## config.mk

```make
export PLATFORM = sky130hd
export DESIGN_NAME = display_bcd_converter
export DESIGN_NICKNAME = d
export VERILOG_FILES = /design/src/rtl/display_bcd_converter.sv
export SDC_FILE = /design/constraint.sdc
export NUM_CORES = 1
export LEC_CHECK = 0
export CAP_MARGIN = 5
export CELL_PAD_IN_SITES_DETAIL_PLACEMENT = 1
export CELL_PAD_IN_SITES_GLOBAL_PLACEMENT = 2
export CORE_MARGIN = 10
export CORE_UTILIZATION = 36
export DETAILED_ROUTE_END_ITERATION = 8
export PLACE_DENSITY = 0.87
export SETUP_SLACK_MARGIN = 0.4
export SLEW_MARGIN = 25
export SYNTH_ARGS = -nofsm -noshare
export SYNTH_HDL_FRONTEND = slang
export SYNTH_SLANG_ARGS = --single-unit
```

## constraint.sdc

```tcl
create_clock -name clk -period 5.6 [get_ports clk]
set_input_delay 0.56 -clock clk [delete_from_list [all_inputs] [get_ports clk]]
set_output_delay 0.56 -clock clk [all_outputs]
set_load 0.05 [all_outputs]
```

## src/rtl/display_bcd_converter.sv

```systemverilog
// Signed 32-bit to 10-digit packed BCD converter with a one-bit-per-clock double-dabble engine.
// Optional leading-zero blanking is enabled by defining DISPLAY_BLANK_LEADING_EN.
module display_bcd_converter #(
  parameter int WIDTH  = 32,
  parameter int DIGITS = 10
) (
  input  logic                  clk,
  input  logic                  rst,
  input  logic                  we,
  input  logic [WIDTH-1:0]      wdata,
  output logic [WIDTH-1:0]      rdata,
  output logic [4*DIGITS-1:0]   bcd,
  output logic                  neg,
  output logic [DIGITS-1:0]     blank,
  output logic                  busy,
  output logic                  valid
);

  localparam int SRW = 4 * DIGITS + WIDTH;
  localparam int CW  = $clog2(WIDTH);

  typedef enum logic [0:0] {
    IDLE = 1'b0,
    CONV = 1'b1
  } state_t;

  state_t             state;
  state_t             next_state;
  logic [SRW-1:0]     sr;
  logic [SRW-1:0]     stepped;
  logic [CW-1:0]      cnt;
  logic               sign_work;
  logic               pend;
  logic [WIDTH-1:0]   pend_data;
  logic               commit;
  logic               start;
  logic [WIDTH-1:0]   start_val;
  logic [DIGITS-1:0]  blank_next;

  function automatic logic [WIDTH-1:0] magnitude(input logic [WIDTH-1:0] v);
    if (v[WIDTH-1]) begin
      return ~v + WIDTH'(1);
    end else begin
      return v;
    end
  endfunction

  // One double-dabble iteration: add 3 to every BCD nibble >= 5, then shift left.
  function automatic logic [SRW-1:0] dabble_step(input logic [SRW-1:0] cur);
    logic [SRW-1:0] adj;
    adj = cur;
    for (int d = 0; d < DIGITS; d++) begin
      if (cur[WIDTH+4*d +: 4] >= 4'd5) begin
        adj[WIDTH+4*d +: 4] = cur[WIDTH+4*d +: 4] + 4'd3;
      end else begin
        adj[WIDTH+4*d +: 4] = cur[WIDTH+4*d +: 4];
      end
    end
    return {adj[SRW-2:0], 1'b0};
  endfunction

`ifdef DISPLAY_BLANK_LEADING_EN
  function automatic logic [DIGITS-1:0] lead_blank(input logic [4*DIGITS-1:0] digits);
    logic [DIGITS-1:0] mask;
    logic              seen;
    mask = '0;
    seen = 1'b0;
    for (int i = DIGITS - 1; i > 0; i--) begin
      if (digits[4*i +: 4] != 4'd0) begin
        seen = 1'b1;
      end else begin
        seen = seen;
      end
      mask[i] = ~seen;
    end
    mask[0] = 1'b0;
    return mask;
  endfunction
`endif

  // Next-state logic and conversion start selection; a same-cycle write beats the pending value.
  always_comb begin
    next_state = state;
    commit     = (state == CONV) && (cnt == CW'(WIDTH - 1));
    stepped    = dabble_step(sr);
    start      = 1'b0;
    start_val  = wdata;
    case (state)
      IDLE: begin
        if (we) begin
          next_state = CONV;
          start      = 1'b1;
        end else begin
          next_state = IDLE;
        end
      end
      CONV: begin
        if (commit && (we || pend)) begin
          next_state = CONV;
          start      = 1'b1;
          start_val  = we ? wdata : pend_data;
        end else if (commit) begin
          next_state = IDLE;
        end else begin
          next_state = CONV;
        end
      end
      default: begin
        next_state = IDLE;
      end
    endcase
`ifdef DISPLAY_BLANK_LEADING_EN
    blank_next = lead_blank(stepped[SRW-1:WIDTH]);
`else
    blank_next = '0;
`endif
  end

  // State, conversion datapath and committed outputs.
  always_ff @(posedge clk) begin
    if (rst) begin
      state     <= IDLE;
      sr        <= '0;
      cnt       <= '0;
      sign_work <= 1'b0;
      pend      <= 1'b0;
      pend_data <= '0;
      rdata     <= '0;
      bcd       <= '0;
      neg       <= 1'b0;
      blank     <= '0;
      busy      <= 1'b0;
      valid     <= 1'b0;
    end else begin
      state <= next_state;
      busy  <= (next_state == CONV);
      valid <= commit;
      if (we) begin
        rdata <= wdata;
      end
      if (start) begin
        sr        <= {{(4*DIGITS){1'b0}}, magnitude(start_val)};
        sign_work <= start_val[WIDTH-1];
        cnt       <= '0;
        pend      <= 1'b0;
      end else if (state == CONV) begin
        sr  <= stepped;
        cnt <= cnt + CW'(1);
        if (we) begin
          pend_data <= wdata;
          pend      <= 1'b1;
        end
      end
      // Outputs move only on the commit edge so downstream never sees partial digits.
      if (commit) begin
        bcd   <= stepped[SRW-1:WIDTH];
        neg   <= sign_work;
        blank <= blank_next;
      end
    end
  end

endmodule
```

== Word level (Yosys, flattened, before mapping) ==
Cells that the tools add are included.
Widths: inputs -> output; s select.

* Register bits: 186
* Logic and storage cells: 66

* Add/subtract/negate cells: 12
* Magnitude comparators: 10
* Equal/unequal tests: 1
* Muxes and demuxes: 22
* Bitwise operators: 3
* Reduce and logical (&&, ||, !) cells: 7

{| class="wikitable"
|+ Operators with widths
! operator !! number
|-
| $mux 32 || 6
|-
| $ge 4x3->1 const B || 10
|-
| $add 4x2->4 const B || 9
|-
| $mux 4 || 9
|-
| $add 32x1->32 const B || 1
|-
| $not 32->32 || 1
|-
| $add 5x1->5 const B || 1
|-
| $eq 5x5->1 const B || 1
|-
| $mux 1 || 4
|-
| $pmux 1 s2 || 2
|-
| $reduce_and 2->1 || 2
|-
| $add 3x2->3 const B || 1
|-
| $mux 3 || 1
|-
| $logic_and 1x1->1 || 2
|-
| $not 1->1 || 2
|-
| $reduce_bool 2->1 || 1
|-
| $reduce_or 2->1 || 1
|-
| $logic_or 1x1->1 || 1
|}

== Longest topological paths before layout ==
Gate-level depths: netlist of run 1.

* Word-level depth: 9
* Gate-level depth with buffers: 14
* Depth with buffers taken out: 11

== Least setup slack after synthesis of run 1 ==
Ideal clock, no wire load.

* Kind: reg2reg
* From: register cnt[0]
* To: register sr[22]
* Data arrival time: 3,332 ps
* Path slack: 2,154 ps
* Cell stages (with the launch flop): 15
* Path buffers: 3
* Cell sequence: dfxtp_1 ha_1 and3_1 ha_1 and4b_1 clkbuf_1 clkbuf_1 buf_2 mux2i_1 ha_1 inv_1 a21oi_1 a31oi_1 xor2_1 a2111oi_0

* Word-level cells in the longest chain between the ends: 9
* Elaborated cells on any way between the ends: 12

{| class="wikitable"
|+ Ends and longest elaborated chain
! element !! RTL line !! text
|-
| from (decl) || 31 || <nowiki>logic [CW-1:0] cnt;</nowiki>
|-
| from (signal assigned) || 148 || <nowiki>cnt <= cnt + CW'(1);</nowiki>
|-
| $eq 5x5->1 * || 84 || <nowiki>commit = (state == CONV) && (cnt == CW'(WIDTH - 1));</nowiki>
|-
| $logic_and 1x1->1 * || 84 ||
|-
| $logic_and 1x1->1 * || 98 || <nowiki>if (commit && (we || pend)) begin</nowiki>
|-
| $mux 32 || 98 ||
|-
| $mux 32 || 88 || <nowiki>case (state)</nowiki>
|-
| $not 32->32 || 42 || <nowiki>return ~v + WIDTH'(1);</nowiki>
|-
| $add 32x1->32 || 42 ||
|-
| $mux 32 || 41 || <nowiki>if (v[WIDTH-1]) begin</nowiki>
|-
| $mux 32 || 141 || <nowiki>if (start) begin</nowiki>
|-
| to (signal assigned) || 142 || <nowiki>sr <= {{(4*DIGITS){1'b0}}, magnitude(start_val)};</nowiki>
|-
| to (signal assigned) || 147 || <nowiki>sr <= stepped;</nowiki>
|-
| to (decl) || 29 || <nowiki>logic [SRW-1:0] sr;</nowiki>
|}

Mark *: on every way between the ends. The rest lies on a longest branch, timed or not.
A chain may end at the register's enable or synchronous reset.

== Worst setup path after layout of run 1 ==
* From: register cnt[0]
* To: register sr[20]

The elaborated chain is that of the path after synthesis.

==> results by group, run 1 <==
Run status
  • Status: finished, final reports clean

Route
  • Routed Antenna Nets: 0
  • Routed WL: 26740 um
  • Starting DRT DRC Count: 412
  • Detailed Routing Iterations Pass 1: 4
  • Drt drc: 0
  • Vias: 8226
  • Average wire per standard cell: 17.41 um
  • DR vias/cell: 5.355

Clock tree
  • Post-CTS Setup Repair Bufs: 0
  • Resize count post-CTS: 0
  • Clk slew on worst S/H paths: 0.07 ns
  • Cts bufs inserted: 17
  • Clock Path Buffers: 2
  • Root buffer cell: clkbuf_16
  • Clk sinks: 186
  • CTS tree: yes
  • Post-CTS Hold Buffers: 0
  • Clk_lat worst skew: 0.43 ns
  • H-tree depth: 4

STA
  • Final min period: 4.055 ns
  • Setup Skew: 0.01124 ns
  • Fin Hold WS: 0.4577 ns
  • Final period util: 72.42%
  • Setup TNS: 0 ns
  • Max-slew violation count: 0
  • Final hold viol count: 0
  • Slew @ Worst Pin: 0.9243 ns
  • RSZ-0062 raised after global routing: no
  • Final setup vio count: 0
  • Max-slew headroom: 38.38%
  • FMAX: 246.6 MHz

Die
  • IO Pins: 120
  • Die Wd: 179.6 um
  • CORE AREA: 25110 um^2
  • Row cnt: 58
  • Initial Utilization: 36.54%
  • Die area: 32270 um^2
  • Die height: 179.6 um

Logic synthesis
  • Register area share after synthesis: 40.59%
  • Area of the mapped netlist: 9174 um^2
  • Post-synth EDFFs: 0
  • Syn Inst Count: 1124
  • Library cells used by synthesis: 54
  • Ys Warns: 0
  • Avg Inst Size Synth: 8.162 um^2
  • Fraction of registers with async set/reset: 0%
  • Dominant synthesized flop cell: dfxtp_1
  • Synthesized flop and latch total: 186

Setup path
  • Slowest stage delay, CP: 0.90 ns
  • CP required: 5.89 ns
  • Worst path bufs/invs: 1
  • CP Cell Sequence: ha_1 -> and3_1 -> ha_1 -> and4b_2 -> mux2i_1 -> ha_1 -> inv_1 -> a21oi_1 -> a21oi_1 -> xor2_1 -> a2111oi_0
  • Worst setup SP type: flip-flop
  • Worst path arrival time: 4.35 ns
  • CP delay by family, top: compound AO/OA/AOI/OAI gates
  • Crit Path Category: reg -> reg
  • Slowest-stage cell, CP: and4b_2
  • Crit-path max FO: 33
  • Crit end category: flip-flop
  • Most Frequent Cell on Critical Path: ha_1

GRT
  • Vias in the first global route: 8289
  • Initial antenna violation count: 0
  • First-pass GRT wire length: 44160 um
  • Largest net degree at the start of global routing: 75
  • GRT overflow: 0
  • GRT Total Usage: 16.06%

Power and ir drop
  • Pwr Total: 0.003097 W
  • Leak Pwr: 4.058 nW
  • Power per cell area: 279.1 nW/um^2
  • VDD IR max: 192.9 uV

Placement
  • IO buf count: 109
  • Dpl hpwl: 18420 um
  • Placed insts: 1504
  • Final GP Congestion: 0.8277

Final layout
  • Non-filler cells, final: 1536
  • Area growth, synth to finish: 20.95%
  • Layout cell share with drive strength beyond 1: 5.307%
  • Fillers: 3011
  • Final nets: 1251
  • # diodes: 0

Worst hold path
  • Hold Path Class: reg -> reg

Run
  • Max cap viols: 0
[where the power goes]
group | internal (W) | switching [W]
Clock | 0.000689 | 0.000598
Combinational | 0.000138 | 0.000258
Sequential | 0.00137 | 0.0000408
Total | 0.00220 | 0.000896
[stage by stage]
step | util [%] | area, um^2 | setup WS, ns
final | 44.19 | 11100 | 1.545
after global routing | 44.19 | 11100 | 1.157
after CTS | 44.15 | 11090 | 1.544
after detailed placement | 41.64 | 10460 | 1.569
after global placement | 41.64 | 10460 | 1.772
after floorplan | - | 9208 | 2.154
[registers in the layout (all words and copies together) (netlist names)]
| name | cells |
|---|---|
| sr | 72 |
| pend_data | 32 |
| rdata | 32 |
| valid | 1 |
| state | 1 |
| sign_work | 1 |
| bcd | 40 |
| cnt | 5 |
| neg | 1 |
| pend | 1 |
[Yosys cell counts (all sizes together), types with 2 or more instances]
cell type | count | area share (%)
o31ai | 5 | 0.41
o21ai | 40 | 2.2
clkbuf | 56 | 2.3
and2 | 2 | 0.14
mux2i | 98 | 11
nor3b | 9 | 0.74
nand4 | 11 | 0.75
nand2 | 157 | 6.4
a2111oi | 18 | 1.9
nand3 | 21 | 1.1
mux2 | 3 | 0.37
nand3b | 6 | 0.49
a21oi | 124 | 6.8
nor4 | 14 | 0.95
nand2b | 13 | 0.89
buf | 22 | 1.4
o211ai | 3 | 0.25
a22oi | 3 | 0.25
and3 | 4 | 0.27
xnor2 | 15 | 1.4
a31oi | 4 | 0.27
inv | 23 | 0.94
o22ai | 7 | 0.48
xor2 | 22 | 2.1
o41ai | 2 | 0.19
or3 | 8 | 0.57
nor3 | 12 | 0.65
nor2 | 161 | 6.6
a211oi | 30 | 2.5
ha | 23 | 3.1
a221oi | 4 | 0.64
dfxtp | 186 | 41
or4 | 5 | 0.49
[placed cells by master, fill, tap and decap left out, drive strengths merged, types with 5 or more instances in the layout]
cell / n
o22ai: 7
ha: 23
buf: 12
o31ai: 5
nor3: 12
nand2b: 13
or4: 5
clkinv: 6
nor4: 14
a2111oi: 18
nand2: 157
nand4: 11
or3: 8
inv: 30
nor2: 161
nand3b: 6
mux2i: 98
nand3: 21
clkdlybuf4s50: 107
xor2: 22
nor3b: 9
conb: 10
o21ai: 40
clkbuf: 17
a211oi: 30
a21oi: 124
xnor2: 15
dfxtp: 186
[final timing paths]
path | start | to | slack, ns | depth (start not counted)
worst max-delay path | cnt[0]$_SDFFE_PP0P_ | sr[20]$_SDFFE_PP0P_ | 1.54 | 11
worst min-delay path | bcd[6]$_SDFFE_PP0N_ | bcd[6]$_SDFFE_PP0N_ | 0.46 | 2
worst max register to register | cnt[0]$_SDFFE_PP0P_ | sr[20]$_SDFFE_PP0P_ | 1.54 | 11
worst min register to register | bcd[6]$_SDFFE_PP0N_ | bcd[6]$_SDFFE_PP0N_ | 0.46 | 2
[layer usage]
metal	global-route usage, %	share of wire [%]	up-vias
li1	-	-	4047
met2	27.80	49	114
met1	19.73	46	4036
met5	0	0	-
met4	4.135	1.4	0
met3	3.434	3.7	29
[worst reg2reg max path, stage by stage, from the launching register on]
cell and delay (ns):
dfxtp_1 0.38, ha_1 0.19, and3_1 0.16, ha_1 0.28
and4b_2 0.90, mux2i_1 0.33, ha_1 0.26, inv_1 0.11
a21oi_1 0.56, a21oi_1 0.16, xor2_1 0.18, a2111oi_0 0.43
[cell type report]
class                   instances  area, um^2  area share, %
well taps                     330       412.9          3.721
multi-input cells             846        5081          45.79
flip-flops and latches        186        3725          33.57
inverters                      23       86.33         0.7781
clock inverters                15       206.4          1.861
repair buffers                119        1159          10.44
clock buffers                  17       425.4          3.834
[cell families after synthesis]
group,count (synthesis),synth area share [%]
adders and majority gates,23,3.137
xor gates and xnor gates,37,3.532
AOI/OAI and AO/OA,249,16.65
buffers and inverters,101,4.610
and+or+nand+nor,426,20.38
DFF,186,40.59
muxes,101,11.06
other,1,0.04088
No activity file was read; power rests on OpenSTA's default activity.
==> run 2, diff against run 1 <==
CORE_UTILIZATION = 33   (was 36)
PLACE_DENSITY = 0.81   (was 0.87)
clock period = 4.16 ns   (was 5.6 ns; I/O delays follow)
==> run 2 against run 1 <==
  * Die area rose by 8.1%
  * Final cell count rose by 3.1%
  * Sequential cell count did not move
  * Via count fell by 0.71%
  * Sequential share of layout area fell by 0.25 points
  * Worst setup slack got worse by 0.85 ns
  * Hold slack got worse by 0.0034 ns
  * Sequential power rose by 35%
  * Clock power rose by 30%
  * Cell area rose by 0.74%
==> results by group, run 2 (synthesis results as in run 1) <==
STA
  • Setup Skew: 0.01710 ns (+0.005865 ns)
  • Min setup slack post-route: 0.6955 ns (-0.8492 ns)
  • Final period util: 83.28% (+11 points)
  • Max-slew headroom: 37.77% (-0.61 points)
  • Final hold viol count: 0 (unchanged)
  • Slew @ Worst Pin: 0.9312 ns (+0.006933 ns)
  • RSZ-0062 raised after global routing: no
  • Max-slew violation count: 0 (unchanged)
  • Final min period: 3.464 ns (-0.5908 ns)
  • Setup TNS: 0 ns (unchanged)
  • Fin Hold WS: 0.4543 ns (-0.003405 ns)
  • FMAX: 288.6 MHz (+17%)
  • Final setup vio count: 0 (unchanged)

Route
  • Routed WL: 27040 um (+1.1%)
  • Vias: 8168 (-0.71%)
  • Average wire per standard cell: 17.07 um (-1.9%)
  • Detailed Routing Iterations Pass 1: 4 (unchanged)
  • DR vias/cell: 5.157 (-3.7%)
  • Starting DRT DRC Count: 451 (+9.5%)
  • Routed Antenna Nets: 0 (unchanged)
  • Drt drc: 0 (unchanged)

GRT
  • GRT overflow: 0 (unchanged)
  • Initial antenna violation count: 0 (unchanged)
  • First-pass GRT wire length: 45000 um (+1.9%)
  • Largest net degree at the start of global routing: 67 (-11%)
  • Vias in the first global route: 8500 (+2.5%)
  • GRT Total Usage: 15.29% (-0.77 points)

Clock tree
  • Post-CTS Hold Buffers: 0 (unchanged)
  • H-tree depth: 4 (unchanged)
  • Clk slew on worst S/H paths: 0.08 ns (about the same)
  • Clock Path Buffers: 2 (unchanged)
  • Cts bufs inserted: 17 (unchanged)
  • Root buffer cell: clkbuf_16
  • Resize count post-CTS: 0 (unchanged)
  • Clk_lat worst skew: 0.44 ns (about the same)
  • Clk sinks: 186 (unchanged)
  • CTS tree: yes
  • Post-CTS Setup Repair Bufs: 0 (unchanged)

Placement
  • Final GP Congestion: 0.8030 (-3.0%)
  • Placement Setup Slack: 0.7391 ns (-0.8297 ns)
  • Dpl hpwl: 18690 um (+1.5%)
  • IO buf count: 109 (unchanged)

Setup path
  • Crit Path Category: reg -> reg
  • R2R cell count: 10 (-1)
  • Worst path arrival time: 3.79 ns (-0.56 ns)
  • Crit end category: flip-flop
  • CP required: 4.48 ns (-1.41 ns)
  • Reg2Reg Launch Point: cnt[0]$_SDFFE_PP0P_
  • Crit path from: cnt[0]$_SDFFE_PP0P_
  • Crit-path max FO: 34 (+3.0%)
  • Worst setup SP type: flip-flop

Final layout
  • Area growth, synth to finish: 21.85%
  • Commonest non-fill, non-tap cell in the layout: dfxtp_1
  • Layout cell share with drive strength beyond 1: 5.611% (+0.30 points)
  • Fillers: 3254 (+8.1%)
  • Largest register FFs: 72 (unchanged)
  • Final nets: 1257 (+0.48%)
  • Finished Core Util: 41.13% (-3.1 points)
  • # diodes: 0 (unchanged)
  • Commonest non-fill, non-tap cells in the layout: 185 x dfxtp_1, 160 x nor2_1, 157 x nand2_1
  • Regs by FF count: sr (72), bcd (40)
  • Biggest register: sr

Power and ir drop
  • Leak Pwr: 4.068 nW (+0.24%)
  • VDD IR max: 207.9 uV (+7.8%)
  • Power per cell area: 368.3 nW/um^2 (+32%)

Die
  • Die Wd: 186.7 um (+3.9%)
  • Die area: 34870 um^2 (+8.1%)
  • Die height: 186.7 um (+3.9%)
  • CORE AREA: 27180 um^2 (+8.2%)
  • IO Pins: 120 (unchanged)
  • Initial Utilization: 33.76% (-2.8 points)
  • Row cnt: 60 (+3.4%)

Worst hold path
  • Worst Hold Depth: 2 (unchanged)
  • Hold Path Class: reg -> reg
  • Min-delay src: bcd[2]$_SDFFE_PP0N_

Run status
  • Status: finished, final reports clean

Run
  • Max cap viols: 0 (unchanged)
## run 2: path summary, 6_finish.rpt
path / slack (ns) / endpoint
setup / recovery: 0.70 / sr[20]$_SDFFE_PP0P_
hold / removal: 0.45 / bcd[2]$_SDFFE_PP0N_
setup reg to reg: 0.70 / sr[20]$_SDFFE_PP0P_
hold reg to reg: 0.45 / bcd[2]$_SDFFE_PP0N_
## run 2: worst max-delay path, stage by stage, from the launching register on
cell	delay (ns)
dfxtp_1	0.37
ha_1	0.18
and3_1	0.17
ha_1	0.28
and4b_2	0.64
buf_12	0.29
nand3_1	0.13
o41ai_1	0.56
a21oi_1	0.18
xor2_1	0.17
a2111oi_0	0.35
## run 2: where the power goes
part	total, W	internal (W)	switching [W]
combinational	0.000535	0.000187	0.000348
sequential	0.00190	0.00185	0.0000531
clock	0.00168	0.000866	0.000813
## run 2: stage by stage
| stage | total power [W] | cells | area (um^2) |
|---|---|---|---|
| floorplan | 0.002298 | 1133 | 9208 |
| global placement | 0.002473 | 1552 | 10570 |
| detailed placement | 0.002483 | 1552 | 10570 |
| CTS | 0.004181 | 1584 | 11180 |
| global route | 0.004312 | 1584 | 11180 |
| finish | 0.004116 | 1584 | 11180 |
## run 2: metal layers
layer	up-vias	routed length [um]	track usage (%)
met4	0	292	3.908
met3	26	1134	2.980
li1	4069	-	-
met5	-	0	0
met1	3961	12630	19.01
met2	112	12990	26.42
## run 2: area by class of cell
class	count	area (um^2)	area share (%)
multi-input combinational	846	5079	45.43
sequential	186	3725	33.32
timing repair buffer	125	1216	10.88
inverter	23	86.33	0.7723
clock inverter	14	177.7	1.589
clock buffer	18	429.2	3.839
tap	372	465.4	4.164
